## src/rtl/ps2_pkg.sv

```systemverilog
// ps2_pkg: shared constants, response-byte filter and byte FSM states for the PS/2 key decoder
package ps2_pkg;
    localparam logic [7:0] PS2_EXT      = 8'hE0;
    localparam logic [7:0] PS2_BRK      = 8'hF0;
    localparam logic [7:0] PS2_PAUSE    = 8'hE1;
    localparam logic [2:0] PS2_SKIP_LEN = 3'd7;
    localparam logic [5:0][7:0] PS2_RESP = {8'hAA, 8'hFA, 8'hEE, 8'hFE, 8'h00, 8'hFF};

    typedef enum logic [1:0] {ST_IDLE, ST_PREFIX, ST_SKIP} byte_state_t;

    function automatic logic is_response(input logic [7:0] b);
        is_response = 1'b0;
        for (int i = 0; i < 6; i++) is_response |= (b == PS2_RESP[i]);
    endfunction
endpackage

```

## src/rtl/ps2_key_decoder_if.sv

```systemverilog
// ps2_key_decoder_if: raw PS/2 lines in, decoded key event word and pulses out
interface ps2_key_decoder_if;
    logic        ps2_clk;
    logic        ps2_data;
    logic [10:0] ps2_key;
    logic        key_strobe;
    logic        frame_err;
    modport master (output ps2_clk, ps2_data, input ps2_key, key_strobe, frame_err);
    modport slave  (input ps2_clk, ps2_data, output ps2_key, key_strobe, frame_err);
endinterface

```

## src/rtl/ps2_frame_rx.sv

```systemverilog
// ps2_frame_rx: synchronise and filter the PS/2 lines, shift in 11-bit frames, check parity/stop, time out stalls
module ps2_frame_rx #(
    parameter int SYNC_STAGES = 2,
    parameter int FILT_LEN    = 8,
    parameter int TIMEOUT     = 96000
) (
    input  logic       clk_sys,
    input  logic       reset,
    input  logic       ps2_clk,
    input  logic       ps2_data,
    output logic [7:0] data,
    output logic       byte_vld,
    output logic       perr,
    output logic       terr
);
    localparam int FW = $clog2(FILT_LEN) + 1;
    localparam int TW = $clog2(TIMEOUT) + 1;
    localparam logic [FW-1:0] FILT_MAX = FW'(FILT_LEN - 1);
    localparam logic [TW-1:0] TO_MAX   = TW'(TIMEOUT - 1);

    logic [SYNC_STAGES-1:0] clk_sr, dat_sr;
    logic [FW-1:0] fcnt;
    logic [TW-1:0] timer;
    logic [3:0] bit_cnt;
    logic [7:0] sr;
    logic filt_clk, par, s_clk, s_dat, settle, fall, stop_ok;

    assign s_clk    = clk_sr[SYNC_STAGES-1];
    assign s_dat    = dat_sr[SYNC_STAGES-1];
    assign settle   = (s_clk != filt_clk) && (fcnt == FILT_MAX);
    assign fall     = settle && filt_clk;
    assign stop_ok  = s_dat && (^{sr, par});
    assign byte_vld = fall && (bit_cnt == 4'd10) && stop_ok;
    assign perr     = fall && (bit_cnt == 4'd10) && !stop_ok;
    assign terr     = (bit_cnt != 4'd0) && !fall && (timer == TO_MAX);
    assign data     = sr;

    // Bring the asynchronous lines into clk_sys; idle-high reset avoids a false edge
    always_ff @(posedge clk_sys) begin
        clk_sr <= reset ? '1 : {clk_sr[SYNC_STAGES-2:0], ps2_clk};
        dat_sr <= reset ? '1 : {dat_sr[SYNC_STAGES-2:0], ps2_data};
    end

    // Glitch filter: the clock level only changes after FILT_LEN stable cycles
    always_ff @(posedge clk_sys) begin
        if (reset) begin
            fcnt     <= '0;
            filt_clk <= 1'b1;
        end else begin
            fcnt     <= (s_clk == filt_clk || settle) ? '0 : fcnt + 1'b1;
            filt_clk <= settle ? s_clk : filt_clk;
        end
    end

    // Frame shifter: start bit gates entry, data LSB first, then parity, then stop
    always_ff @(posedge clk_sys) begin
        if (reset) begin
            bit_cnt <= 4'd0;
            sr      <= 8'd0;
            par     <= 1'b0;
            timer   <= '0;
        end else if (fall) begin
            timer   <= '0;
            bit_cnt <= (bit_cnt == 4'd0) ? {3'b0, ~s_dat} : (bit_cnt == 4'd10) ? 4'd0 : bit_cnt + 4'd1;
            sr      <= (bit_cnt >= 4'd1 && bit_cnt <= 4'd8) ? {s_dat, sr[7:1]} : sr;
            par     <= (bit_cnt == 4'd9) ? s_dat : par;
        end else if (terr) begin
            bit_cnt <= 4'd0;
            timer   <= '0;
        end else begin
            timer   <= (bit_cnt == 4'd0) ? '0 : timer + 1'b1;
        end
    end
endmodule

```

## src/rtl/ps2_key_decoder.sv

```systemverilog
// ps2_key_decoder: set-2 scancode decoder with E0/F0 prefixes, Pause skipping and toggle-flagged events
module ps2_key_decoder
    import ps2_pkg::*;
#(
    parameter int SYNC_STAGES = 2,
    parameter int FILT_LEN    = 8,
    parameter int TIMEOUT     = 96000
) (
    input logic clk_sys,
    input logic reset,
    ps2_key_decoder_if.slave bus
);
    byte_state_t state, state_n;
    logic [10:0] key, key_n;
    logic [7:0] rx_byte;
    logic [2:0] skip_cnt, skip_n;
    logic ext, ext_n, rel, rel_n, strobe, strobe_n, err, err_n;
    logic byte_vld, perr, terr;

    ps2_frame_rx #(.SYNC_STAGES(SYNC_STAGES), .FILT_LEN(FILT_LEN), .TIMEOUT(TIMEOUT)) u_rx (
        .clk_sys  (clk_sys),
        .reset    (reset),
        .ps2_clk  (bus.ps2_clk),
        .ps2_data (bus.ps2_data),
        .data     (rx_byte),
        .byte_vld (byte_vld),
        .perr     (perr),
        .terr     (terr)
    );

    assign bus.ps2_key    = key;
    assign bus.key_strobe = strobe;
    assign bus.frame_err  = err;

    // Decoder state register
    always_ff @(posedge clk_sys) begin
        if (reset) begin
            state    <= ST_IDLE;
            key      <= 11'd0;
            skip_cnt <= 3'd0;
            ext      <= 1'b0;
            rel      <= 1'b0;
            strobe   <= 1'b0;
            err      <= 1'b0;
        end else begin
            state    <= state_n;
            key      <= key_n;
            skip_cnt <= skip_n;
            ext      <= ext_n;
            rel      <= rel_n;
            strobe   <= strobe_n;
            err      <= err_n;
        end
    end

    // Prefix tracking, Pause skipping and event emission; timeouts keep prefixes, bad frames clear them
    always_comb begin
        state_n  = state;
        key_n    = key;
        skip_n   = skip_cnt;
        ext_n    = ext;
        rel_n    = rel;
        strobe_n = 1'b0;
        err_n    = perr | terr;
        if (perr) begin
            state_n = ST_IDLE;
            ext_n   = 1'b0;
            rel_n   = 1'b0;
        end else if (byte_vld && state == ST_SKIP) begin
            skip_n  = skip_cnt - 3'd1;
            state_n = (skip_cnt == 3'd1) ? ST_IDLE : ST_SKIP;
        end else if (byte_vld) begin
            if (rx_byte == PS2_EXT) begin
                ext_n   = 1'b1;
                state_n = ST_PREFIX;
            end else if (rx_byte == PS2_BRK) begin
                rel_n   = 1'b1;
                state_n = ST_PREFIX;
            end else if (rx_byte == PS2_PAUSE) begin
                state_n = ST_SKIP;
                skip_n  = PS2_SKIP_LEN;
                ext_n   = 1'b0;
                rel_n   = 1'b0;
            end else if (!is_response(rx_byte)) begin
                key_n    = {~key[10], ~rel, ext, rx_byte};
                strobe_n = 1'b1;
                ext_n    = 1'b0;
                rel_n    = 1'b0;
                state_n  = ST_IDLE;
            end
        end
    end
endmodule

```

## src/flat_wrapper.sv

```systemverilog
// flat-port wrapper written by rule: the top's interface ports become plain ports
module ps2_key_decoder_flat import ps2_pkg::*;
#(
    parameter int SYNC_STAGES = 2,
    parameter int FILT_LEN    = 8,
    parameter int TIMEOUT     = 96000
)
  (clk_sys, reset, bus_ps2_clk, bus_ps2_data, bus_ps2_key, bus_key_strobe, bus_frame_err);
  ps2_key_decoder_if bus_i ();
  input logic clk_sys;
  input logic reset;
  input wire logic [$bits(bus_i.ps2_clk)-1:0] bus_ps2_clk;
  input wire logic [$bits(bus_i.ps2_data)-1:0] bus_ps2_data;
  output wire logic [$bits(bus_i.ps2_key)-1:0] bus_ps2_key;
  output wire logic [$bits(bus_i.key_strobe)-1:0] bus_key_strobe;
  output wire logic [$bits(bus_i.frame_err)-1:0] bus_frame_err;
  assign bus_i.ps2_clk = bus_ps2_clk;
  assign bus_i.ps2_data = bus_ps2_data;
  assign bus_ps2_key = bus_i.ps2_key;
  assign bus_key_strobe = bus_i.key_strobe;
  assign bus_frame_err = bus_i.frame_err;
  ps2_key_decoder #(.SYNC_STAGES(SYNC_STAGES), .FILT_LEN(FILT_LEN), .TIMEOUT(TIMEOUT)) u_core (.clk_sys(clk_sys), .reset(reset), .bus(bus_i));
endmodule
```

## config.mk

```make
export PLATFORM = sky130hd
export DESIGN_NAME = ps2_key_decoder_flat
export DESIGN_NICKNAME = d
export VERILOG_FILES = /design/src/rtl/ps2_pkg.sv /design/src/rtl/ps2_key_decoder_if.sv /design/src/rtl/ps2_frame_rx.sv /design/src/rtl/ps2_key_decoder.sv /design/src/flat_wrapper.sv
export SDC_FILE = /design/constraint.sdc
export NUM_CORES = 1
export LEC_CHECK = 0
export ABC_AREA = 1
export CORE_ASPECT_RATIO = 0.9
export CORE_UTILIZATION = 40
export DETAILED_ROUTE_END_ITERATION = 8
export PLACE_DENSITY_LB_ADDON = 0.2
export SYNTH_ARGS = -nofsm -noshare
export SYNTH_HDL_FRONTEND = slang
export SYNTH_SLANG_ARGS = --single-unit
```

## constraint.sdc

```tcl
create_clock -name clk_sys -period 3 [get_ports clk_sys]
set_input_delay 0.45 -clock clk_sys [delete_from_list [all_inputs] [get_ports clk_sys]]
set_output_delay 0.45 -clock clk_sys [all_outputs]
set_load 0.05 [all_outputs]
```

==> flow_summary_export.csv, run 1 <==
group,metric,value,unit
clocking,htreeDepth,3,
min_path,whs_path_depth,1,
die,io-pin-count,17,
critical_path,crit_fanout,23,
min_path,hp-class,"flip-flop to flip-flop",
clocking,numCtsBuffers,9,
routing,vias,2395,
synth,ys_ff_latch,60,
sta,fmax,422,MHz
global_route,antenna_found_initial,0,
critical_path,worst-r2r-cell-count,12,
sta,worstMarginPinSlew,852,ps
critical_path,cpPeakStageDelay,420,ps
sta,slew_violations,0,
die,placementRows,29,
die,dieArea,0.00761,mm^2
clocking,cts.clk_slew.worst_paths,60,ps
critical_path,reg2reg_to,"u_core.bus.ps2_key[9]",
critical_path,reg2reg_slack,630,ps
clocking,cts_tree,"built",
die,die_w,91.8,um
synth,netlist_area,0.00290,mm^2
min_path,holdPathEnd,"u_core.u_rx.dat_sr[1]",
final_layout,fin_cells,527,
global_route,grt_overflow_total,0,
synth,ys_seq_area_frac,0.414,
global_route,grt_pass1_wl,9070,um
power_and_ir_drop,p_comb_frac,0.014,
clocking,cts_num_sinks,60,
power_and_ir_drop,pwr-share-seq,0.547,
synth,synth_nets,420,
routing,antenna_left,0,
routing,wire_per_inst,9.73,um
clocking,cts_resized,0,
global_route,grt_use_met2,0.218,
final_layout,fin_util,0.469,
sta,tns,0,ps
synth,synthDistinctLibCells,35,
die,die_h,82.8,um
final_layout,fillers,729,
sta,fin_worst_skew,7.83,ps
die,core-area,0.00704,mm^2
sta,maxSlewHeadroom,0.431,
sta,grt_setup_unrepaired,"no",
placement,dp_cells,513,
global_route,grt_pass1_vias,2040,
synth,syn_inst,412,
final_layout,fin_nets,439,
min_path,min_from,"u_core.u_rx.dat_sr[0]",
clocking,clock_latency,330,ps
clocking,post-cts-setup-buffers,0,
sta,hold_ws,412,ps
power_and_ir_drop,p_per_area,443,mW/mm^2
global_route,grt.met1_usage,0.200,
critical_path,required,3230,ps
placement,gp_congestion,0.809,
final_layout,multiInputGateArea,0.00140,mm^2
routing,drt_pass1_iterations,4,
power_and_ir_drop,clockPowerShare,0.439,
placement,dpl.hpwl,3700,um
synth,synth_edf_count,0,
synth,synth_ff_type,"dfxtp_1",
power_and_ir_drop,switching_share,0.206,
critical_path,startpoint_type,"flip-flop",
power_and_ir_drop,p_int,1.16,mW
global_route,grt_max_degree,24,
power_and_ir_drop,peakVddDrop,0.000204,V
global_route,grt.met3_usage,0.0467,
critical_path,critical_path_class,"flip-flop to flip-flop",
synth,yosysWarnings,0,
critical_path,worstPathArrival,2590,ps
sta,final.period_utilization,0.789,
critical_path,path_cells,"ha_1 -> nand2_1 -> inv_2 -> nand2_2 -> nor2_2 -> nand2_2 -> nor2_1 -> inv_1 -> nor2_4 -> nand3_2 -> o21ai_0 -> nor2_1",
final_layout,area_delta_synth_final,13.8,%
sta,setup_viol,0,
sta,fin_crit,2370,ps
routing,drc,0,
sta,hold_viol,0,
placement,portBuffers,16,
power_and_ir_drop,leakage,1.40,nW
final_layout,diodes,0,
critical_path,regToRegStartpoint,"u_core.u_rx.fcnt[0]",
synth,async_flop_share,0,
final_layout,drive_above_1_share,0.108,
critical_path,cp_slowest_cell,"nand3_2",
clocking,postCtsHoldBufs,0,
final_layout,seq_area,0.00120,mm^2
critical_path,cp-end-kind,"flip-flop",
global_route,grt_usage,0.151,
global_route,busiest_layer,"met2",
synth,avgSynthCellArea,7.05,um^2
routing,dr.first_iter.drc_count,120,
routing,via_per_inst,4.54,
run,max-cap-violations,0,
run_status,status,"finished clean",
routing,drt_wl_total,5130,um
clocking,root_buffer,"clkbuf_8",
placement,post_dp_cell_area,0.00313,mm^2
clocking,clock_path_buffers,2,
power_and_ir_drop,power.switching,0.301,mW
critical_path,critPathLaunch,"u_core.u_rx.fcnt[0]",
die,start_util,0.413,
final_layout,fin_area,0.00330,mm^2
==> cells in the final DEF, fill, tap and decap left out <==
master | synthesis | final
a211oi_2 | 1 | 1
a21oi_1 | 28 | 28
a31o_2 | 1 | 1
and3_1 | 1 | 1
buf_4 | 1 | 3
clkbuf_8 | 0 | 12
clkdlybuf4s50_1 | 0 | 16
clkinv_1 | 1 | 1
clkinv_2 | 0 | 2
dfxtp_1 | 60 | 60
ha_1 | 4 | 4
inv_1 | 55 | 55
inv_2 | 6 | 6
nand2_1 | 86 | 86
nand2_2 | 4 | 4
nand3_1 | 20 | 20
nand3_2 | 4 | 4
nand3_4 | 1 | 1
nand4_1 | 6 | 6
nor2_1 | 63 | 63
nor2_2 | 3 | 3
nor2_4 | 1 | 1
nor3_1 | 10 | 10
nor3_2 | 2 | 2
nor3b_1 | 2 | 2
nor3b_2 | 1 | 1
nor4_1 | 2 | 2
o2111ai_1 | 2 | 2
o21a_1 | 1 | 1
o21ai_0 | 13 | 13
o21ai_1 | 4 | 4
or2_0 | 1 | 1
or2_2 | 6 | 6
xnor2_1 | 5 | 5
xor2_1 | 7 | 7
==> critical path: cells and delay by family (launching register included) <==
kind / cells / cell delay, ps
adder cells (fa/ha/maj): 1 / 170
AND/OR/NAND/NOR: 8 / 1260
flip-flops: 1 / 350
buffers and inverters: 2 / 180
AO/OA/AOI/OAI: 1 / 290
==> registers in the layout (all words and copies together), names as in the netlist, 2 cells and up <==
| name | flops |
|---|---|
| u_core.u_rx.bit_cnt | 4 |
| u_core.u_rx.timer | 18 |
| u_core.u_rx.clk_sr | 2 |
| u_core.u_rx.dat_sr | 2 |
| u_core.state | 2 |
| u_core.bus.ps2_key | 11 |
| u_core.u_rx.data | 8 |
| u_core.skip_cnt | 3 |
| u_core.u_rx.fcnt | 4 |
==> layer usage <==
metal / vias to the layer above / wire length (um)
li1: 1330 / -
met1: 1032 / 2800
met2: 28 / 2110
met3: 5 / 150
met4: 0 / 66
met5: - / 0
==> Yosys cell counts, types with 3 or more instances <==
library cell   n  area, um^2
a21oi_1       28         140
buf_2          5        25.0
buf_6          3        33.8
dfxtp_1       60        1200
ha_1           4        50.1
inv_1         55         206
inv_2          6        22.5
nand2_1       86         323
nand2_2        4        25.0
nand3_1       20         100
nand3_2        4        40.0
nand4_1        6        37.5
nor2_1        63         236
nor2_2         3        18.8
nor3_1        10        50.1
o21ai_0       13        65.1
o21ai_1        4        20.0
or2_2          6        37.5
xnor2_1        5        43.8
xor2_1         7        61.3
==> logic make-up (layout without fill, tap and decap cells) <==
logic type	after synthesis	in the layout	share of synthesized area
AOI/OAI and AO/OA	50	50	0.0935
DFF	60	60	0.414
adders and majority gates	4	4	0.0172
buffers and inverters	73	95	0.106
and+or+nand+nor	213	213	0.334
xor gates and xnor gates	12	12	0.0362
==> worst max-delay path by stage <==
stage | endpoint | slack [ps] | cells after the start
finish | u_core.bus.ps2_key[9] | 630 | 12
global route | u_core.bus.ps2_key[9] | 420 | 12
CTS | u_core.bus.ps2_key[9] | 630 | 12
detailed placement | u_core.bus.ps2_key[9] | 650 | 12
global placement | u_core.bus.ps2_key[9] | 750 | 12
floorplan | u_core.bus.ps2_key[2] | 1260 | 13
==> power by group through the flow <==
| stage | registers, mW | logic (mW) | clock network [mW] |
|---|---|---|---|
| global placement | 0.819 | 0.0210 | 0 |
| global route | 0.801 | 0.0235 | 0.712 |
| CTS | 0.801 | 0.0213 | 0.667 |
| detailed placement | 0.819 | 0.0213 | 0 |
| floorplan | 0.819 | 0.0117 | 0 |
| finish | 0.801 | 0.0207 | 0.643 |
==> final cells by class <==
cell class | count | area share
clock inverters | 2 | 0.00303
multi-input cells | 279 | 0.423
repair buffers | 19 | 0.0553
flip-flops and latches | 60 | 0.363
well taps | 93 | 0.0352
clock buffers | 12 | 0.0500
inverters | 62 | 0.0704
==> through the flow <==
stage / setup slack, ps / power (mW)
after floorplan: 1260 / 0.830
after detailed placement: 652 / 0.840
after global placement: 747 / 0.840
after global routing: 415 / 1.54
after CTS: 634 / 1.49
final: 632 / 1.46
Power figures use the tool's default switching activity.
==> run 2: changes to the inputs <==
==> constraint.sdc (replaced) <==
create_clock -name clk_sys -period 2.35 [get_ports clk_sys]
set_input_delay 0.3525 -clock clk_sys [delete_from_list [all_inputs] [get_ports clk_sys]]
set_output_delay 0.3525 -clock clk_sys [all_outputs]
set_load 0.05 [all_outputs]
==> run 2 against run 1 <==
Compared with the run above: sequential share of layout area fell by 0.79 points; largest cell class unchanged; power rose by 44%; routed wire length rose by 5.8%; final cell count rose by 0.76%; register-to-register slack got worse by 280 ps; critical endpoint is now u_core.bus.ps2_key[6]; non-clock buffer count rose by 3.
==> flow_summary_export.csv, run 2 (synthesis gave the netlist of run 1 again) <==
group,metric,value,unit
critical_path,crit_fanout,13,
clocking,cts.clk_slew.worst_paths,60,ps
final_layout,final_common_cell,"nand2_1",
placement,dpl.hpwl,3830,um
global_route,grt_use_met2,0.237,
die,dieArea,0.00761,mm^2
placement,post-place-ws,268,ps
critical_path,required,2590,ps
global_route,grt.met3_usage,0.0440,
sta,slew_violations,0,
sta,setup_viol,0,
critical_path,cp-end-kind,"flip-flop",
sta,worstMarginPinSlew,500,ps
critical_path,startpoint_type,"flip-flop",
global_route,grt_max_degree,17,
die,die_w,91.8,um
clocking,cts_resized,0,
routing,drt_wl_total,5420,um
clocking,htreeDepth,3,
placement,portBuffers,16,
critical_path,reg2reg_to,"u_core.bus.ps2_key[6]",
power_and_ir_drop,p_per_area,623,mW/mm^2
sta,tns,0,ps
clocking,cts_tree,"built",
critical_path,worst-r2r-cell-count,13,
sta,grt_setup_unrepaired,"no",
critical_path,worstPathArrival,2230,ps
run_status,status,"finished clean",
die,core-area,0.00704,mm^2
sta,fin_crit,1990,ps
die,io-pin-count,17,
global_route,grt_pass1_vias,2196,
routing,drt_pass1_iterations,4,
final_layout,area_delta_synth_final,16.3,%
routing,vias,2450,
final_layout,diodes,0,
final_layout,largest-register,"u_core.u_rx.timer",
clocking,clock_latency,350,ps
power_and_ir_drop,leakage,1.43,nW
die,die_h,82.8,um
sta,fin_worst_skew,11.3,ps
critical_path,critPathLaunch,"u_core.u_rx.fcnt[0]",
routing,via_per_inst,4.61,
placement,gp_congestion,0.834,
clocking,cts_num_sinks,60,
die,placementRows,29,
min_path,hp-class,"flip-flop to flip-flop",
routing,antenna_left,0,
sta,fin_ws,356,ps
final_layout,final_cell_mix,"nand2_1 (86), nor2_1 (62), dfxtp_1 (60)",
sta,hold_viol,0,
global_route,busiest_layer,"met2",
routing,wire_per_inst,10.2,um
clocking,numCtsBuffers,9,
power_and_ir_drop,peakVddDrop,0.000311,V
clocking,postCtsHoldBufs,0,
global_route,grt_overflow_total,0,
critical_path,critical_path_class,"flip-flop to flip-flop",
routing,drc,0,
sta,maxSlewHeadroom,0.666,
clocking,root_buffer,"clkbuf_8",
global_route,antenna_found_initial,0,
critical_path,regToRegStartpoint,"u_core.u_rx.fcnt[0]",
final_layout,fin_nets,442,
critical_path,reg2reg_slack,360,ps
global_route,grt_usage,0.157,
final_layout,drive_above_1_share,0.119,
routing,dr.first_iter.drc_count,96,
clocking,post-cts-setup-buffers,0,
sta,final.period_utilization,0.848,
run,max-cap-violations,0,
critical_path,crit_end,"u_core.bus.ps2_key[6]",
sta,fmax,502,MHz
die,start_util,0.413,
final_layout,largest_reg_flops,18,
final_layout,fillers,748,
global_route,grt_pass1_wl,9600,um
sta,hold_ws,414,ps
global_route,grt.met1_usage,0.209,
clocking,clock_path_buffers,2,
[run 2: area by class of cell]
cell class	instances	area, um^2	share of cell area
Clock inverter	4	72.6	0.0215
Timing Repair Buffer	22	205	0.0607
Tap cell	93	116	0.0344
Clock buffer	11	151	0.0448
Sequential cell	60	1200	0.356
Multi-Input combinational cell	279	1400	0.414
Inverter	62	233	0.0689
[run 2: critical path, stage by stage (launching register included)]
cell	delay, ps
dfxtp_1	350
ha_1	170
nand2_1	70
inv_2	70
nand2_2	50
nor2_2	100
nand2_2	90
nor2_2	150
inv_1	90
nor2_4	120
nand3_2	200
buf_4	260
nor2_1	100
nor2_1	50
[run 2: per-layer routing]
layer | wire, um | share of wire
met1 | 2910 | 0.54
met2 | 2260 | 0.42
met3 | 158 | 0.029
met4 | 95 | 0.018
met5 | 0 | 0
[run 2: where the power goes]
part / leakage, nW / total, mW / internal (mW) / switching, mW
combinational: 0.838 / 0.0267 / 0.0114 / 0.0152
clock: 0.111 / 1.05 / 0.647 / 0.407
sequential: 0.484 / 1.02 / 1.02 / 0.00240
[run 2: how the worst min path moves through the flow]
stage / startpoint / to / cells after the start
final: u_core.u_rx.clk_sr[0] / u_core.u_rx.clk_sr[1] / 1
after CTS: u_core.u_rx.clk_sr[0] / u_core.u_rx.clk_sr[1] / 1
after global placement: u_core.u_rx.clk_sr[0] / u_core.u_rx.clk_sr[1] / 1
after detailed placement: u_core.u_rx.dat_sr[0] / u_core.u_rx.dat_sr[1] / 1
after global routing: u_core.u_rx.dat_sr[0] / u_core.u_rx.dat_sr[1] / 1
after floorplan: u_core.u_rx.clk_sr[0] / u_core.u_rx.clk_sr[1] / 1
[run 2: metrics by stage]
stage / area, um^2 / cells / power [mW] / utilization
after floorplan: 2900 / 412 / 1.06 / -
after global placement: 3150 / 516 / 1.07 / 0.448
after detailed placement: 3150 / 516 / 1.07 / 0.448
after CTS: 3380 / 531 / 2.13 / 0.480
after global routing: 3380 / 531 / 2.17 / 0.480
final: 3380 / 531 / 2.10 / 0.480
==> run 3: changes to the inputs <==
==> constraint.sdc (replaced) <==
create_clock -name clk_sys -period 1.75 [get_ports clk_sys]
set_input_delay 0.2625 -clock clk_sys [delete_from_list [all_inputs] [get_ports clk_sys]]
set_output_delay 0.2625 -clock clk_sys [all_outputs]
set_load 0.05 [all_outputs]
==> run 3 against run 2 <==
Compared with the run above: the flow now finishes with violations (setup timing); fmax up 10%; core utilization up 8.9 points; power up 27%; via count up 6.3%; clock power up 21%; combinational power up 53%; clock-buffer cell count up 1; critical path type unchanged; critical endpoint is now u_core.bus.ps2_key[10]; largest power group is now sequential cells.
==> flow_summary_export.csv, run 3 (synthesis gave the netlist of run 1 again) <==
group,metric,value,unit
global_route,grt_pass1_wl,10300,um
routing,vias,2605,
run_status,status,"complete, but fails checks",
power_and_ir_drop,power.total,2.68,mW
final_layout,final_cell_mix,"nand2_1 (75), inv_1 (48), nor2_1 (48), dfxtp_1 (48), buf_4 (42)",
clocking,cts_tree,"built",
routing,dr.first_iter.drc_count,69,
routing,wire_per_inst,10.8,um
min_path,hp-class,"flip-flop to flip-flop",
sta,fmax,552,MHz
clocking,cts.clk_slew.worst_paths,70,ps
clocking,htreeDepth,3,
sta,fin_worst_skew,11.3,ps
placement,gp_congestion,0.791,
routing,antenna_left,0,
final_layout,fin_cells,574,
power_and_ir_drop,p_comb_frac,0.015,
routing,drt_pass1_iterations,5,
power_and_ir_drop,peakVddDrop,0.000501,V
final_layout,final_common_cell,"nand2_1",
clocking,clock_latency,340,ps
clocking,postCtsHoldBufs,0,
clocking,clock_path_buffers,2,
run_status,violations,"setup timing",
clocking,numCtsBuffers,9,
sta,hold_viol,0,
final_layout,seq_area,0.00123,mm^2
final_layout,fillers,673,
final_layout,fin_area,0.00401,mm^2
final_layout,fin_util,0.569,
critical_path,reg2reg_slack,-60,ps
power_and_ir_drop,power.switching,0.569,mW
final_layout,diodes,0,
run,max-cap-violations,0,
placement,dp_cells,552,
min_path,min_from,"u_core.u_rx.dat_sr[0]",
die,placementRows,29,
final_layout,fin_nets,484,
critical_path,regToRegStartpoint,"u_core.u_rx.data[1]",
sta,grt_setup_unrepaired,"yes",
power_and_ir_drop,p_int,2.11,mW
die,core-area,0.00704,mm^2
die,die_h,82.8,um
die,dieArea,0.00761,mm^2
critical_path,worstPathArrival,2050,ps
power_and_ir_drop,leakage,1.90,nW
die,start_util,0.413,
critical_path,reg2reg_to,"u_core.bus.ps2_key[10]",
die,die_w,91.8,um
final_layout,drive_above_1_share,0.318,
critical_path,worst-r2r-cell-count,13,
sta,final.period_utilization,1.04,
critical_path,startpoint_type,"flip-flop",
final_layout,largest_reg_flops,18,
global_route,antenna_found_initial,0,
global_route,grt_pass1_vias,2463,
power_and_ir_drop,pwr-share-seq,0.509,
sta,maxSlewHeadroom,0.656,
power_and_ir_drop,switching_share,0.212,
sta,fin_ws,-62.1,ps
sta,setup_viol,2,
routing,drt_wl_total,6220,um
clocking,cts_num_sinks,60,
routing,via_per_inst,4.54,
power_and_ir_drop,clockPowerShare,0.475,
sta,fin_crit,1810,ps
sta,worstMarginPinSlew,511,ps
routing,drc,0,
final_layout,area_delta_synth_final,38.0,%
critical_path,cp-end-kind,"flip-flop",
global_route,grt_max_degree,25,
min_path,whs_path_depth,1,
sta,slew_violations,0,
global_route,grt_overflow_total,0,
critical_path,required,1990,ps
placement,post_dp_cell_area,0.00345,mm^2
critical_path,crit_fanout,7,
clocking,root_buffer,"clkbuf_8",
die,io-pin-count,17,
final_layout,multiInputGateArea,0.00163,mm^2
placement,portBuffers,16,
power_and_ir_drop,p_per_area,669,mW/mm^2
critical_path,critical_path_class,"flip-flop to flip-flop",
global_route,grt_usage,0.168,
placement,dpl.hpwl,4180,um
min_path,holdPathEnd,"u_core.u_rx.dat_sr[1]",
final_layout,largest-register,"u_core.u_rx.timer",
[run 3: timing repair]
action,in CTS,in global routing
gates cloned,0,2
pin swaps,3,18
setup endpoints to repair,24,56
endpoints found under the hold margin,0,0
buffers inserted,1,3
resized for setup,15,82
[run 3: final cells by class]
class | count | area share
flip-flops and latches | 60 | 0.307
repair buffers | 64 | 0.149
inverters | 62 | 0.0590
clock buffers | 12 | 0.0387
well taps | 93 | 0.0290
multi-input cells | 279 | 0.406
clock inverters | 4 | 0.0119
[run 3: worst max-delay path by stage]
stage                               from  cells past startpoint                      to  slack (ps)
finish               u_core.u_rx.data[1]                     13  u_core.bus.ps2_key[10]         -60
global route         u_core.u_rx.data[5]                     13  u_core.bus.ps2_key[10]        -200
CTS                 u_core.u_rx.timer[0]                     11    u_core.u_rx.timer[9]         -10
detailed placement   u_core.u_rx.fcnt[0]                     13         u_core.state[0]         -50
global placement     u_core.u_rx.fcnt[0]                     13         u_core.state[1]         -10
floorplan            u_core.u_rx.fcnt[0]                     13   u_core.bus.ps2_key[2]           5
[run 3: stage by stage]
step / hold slack [ps] / setup WS (ps) / TNS [ps]
after floorplan: 366 / 5.31 / 0
after global placement: 391 / -13.8 / -33.3
after detailed placement: 392 / -53.2 / -393
after CTS: 407 / -12.5 / -65.4
after global routing: 416 / -197 / -2180
final: 407 / -62.1 / -63.6
[run 3: worst max-delay path, stage by stage (launching register included)]
cell	delay, ps
dfxtp_4	380
nand2_1	80
inv_1	60
nor2_1	90
nand2_1	70
nand3_2	90
nand2_1	90
nand2_4	90
nand3_4	70
nor2_4	160
nand3_4	150
buf_12	170
o21ai_1	160
nor2_1	70
[run 3: metal layers]
metal	GRT usage	wire length [um]
met5	0	0
met4	0.0611	84
met2	0.269	2870
met1	0.211	3060
met3	0.0559	211
[run 3: power by group through the flow]
stage	clock network [mW]	registers [mW]	logic (mW)
after floorplan	0	1.40	0.0201
after global placement	0	1.40	0.0407
after detailed placement	0	1.40	0.0408
after CTS	1.31	1.37	0.0408
after global routing	1.36	1.37	0.0462
final	1.27	1.37	0.0409
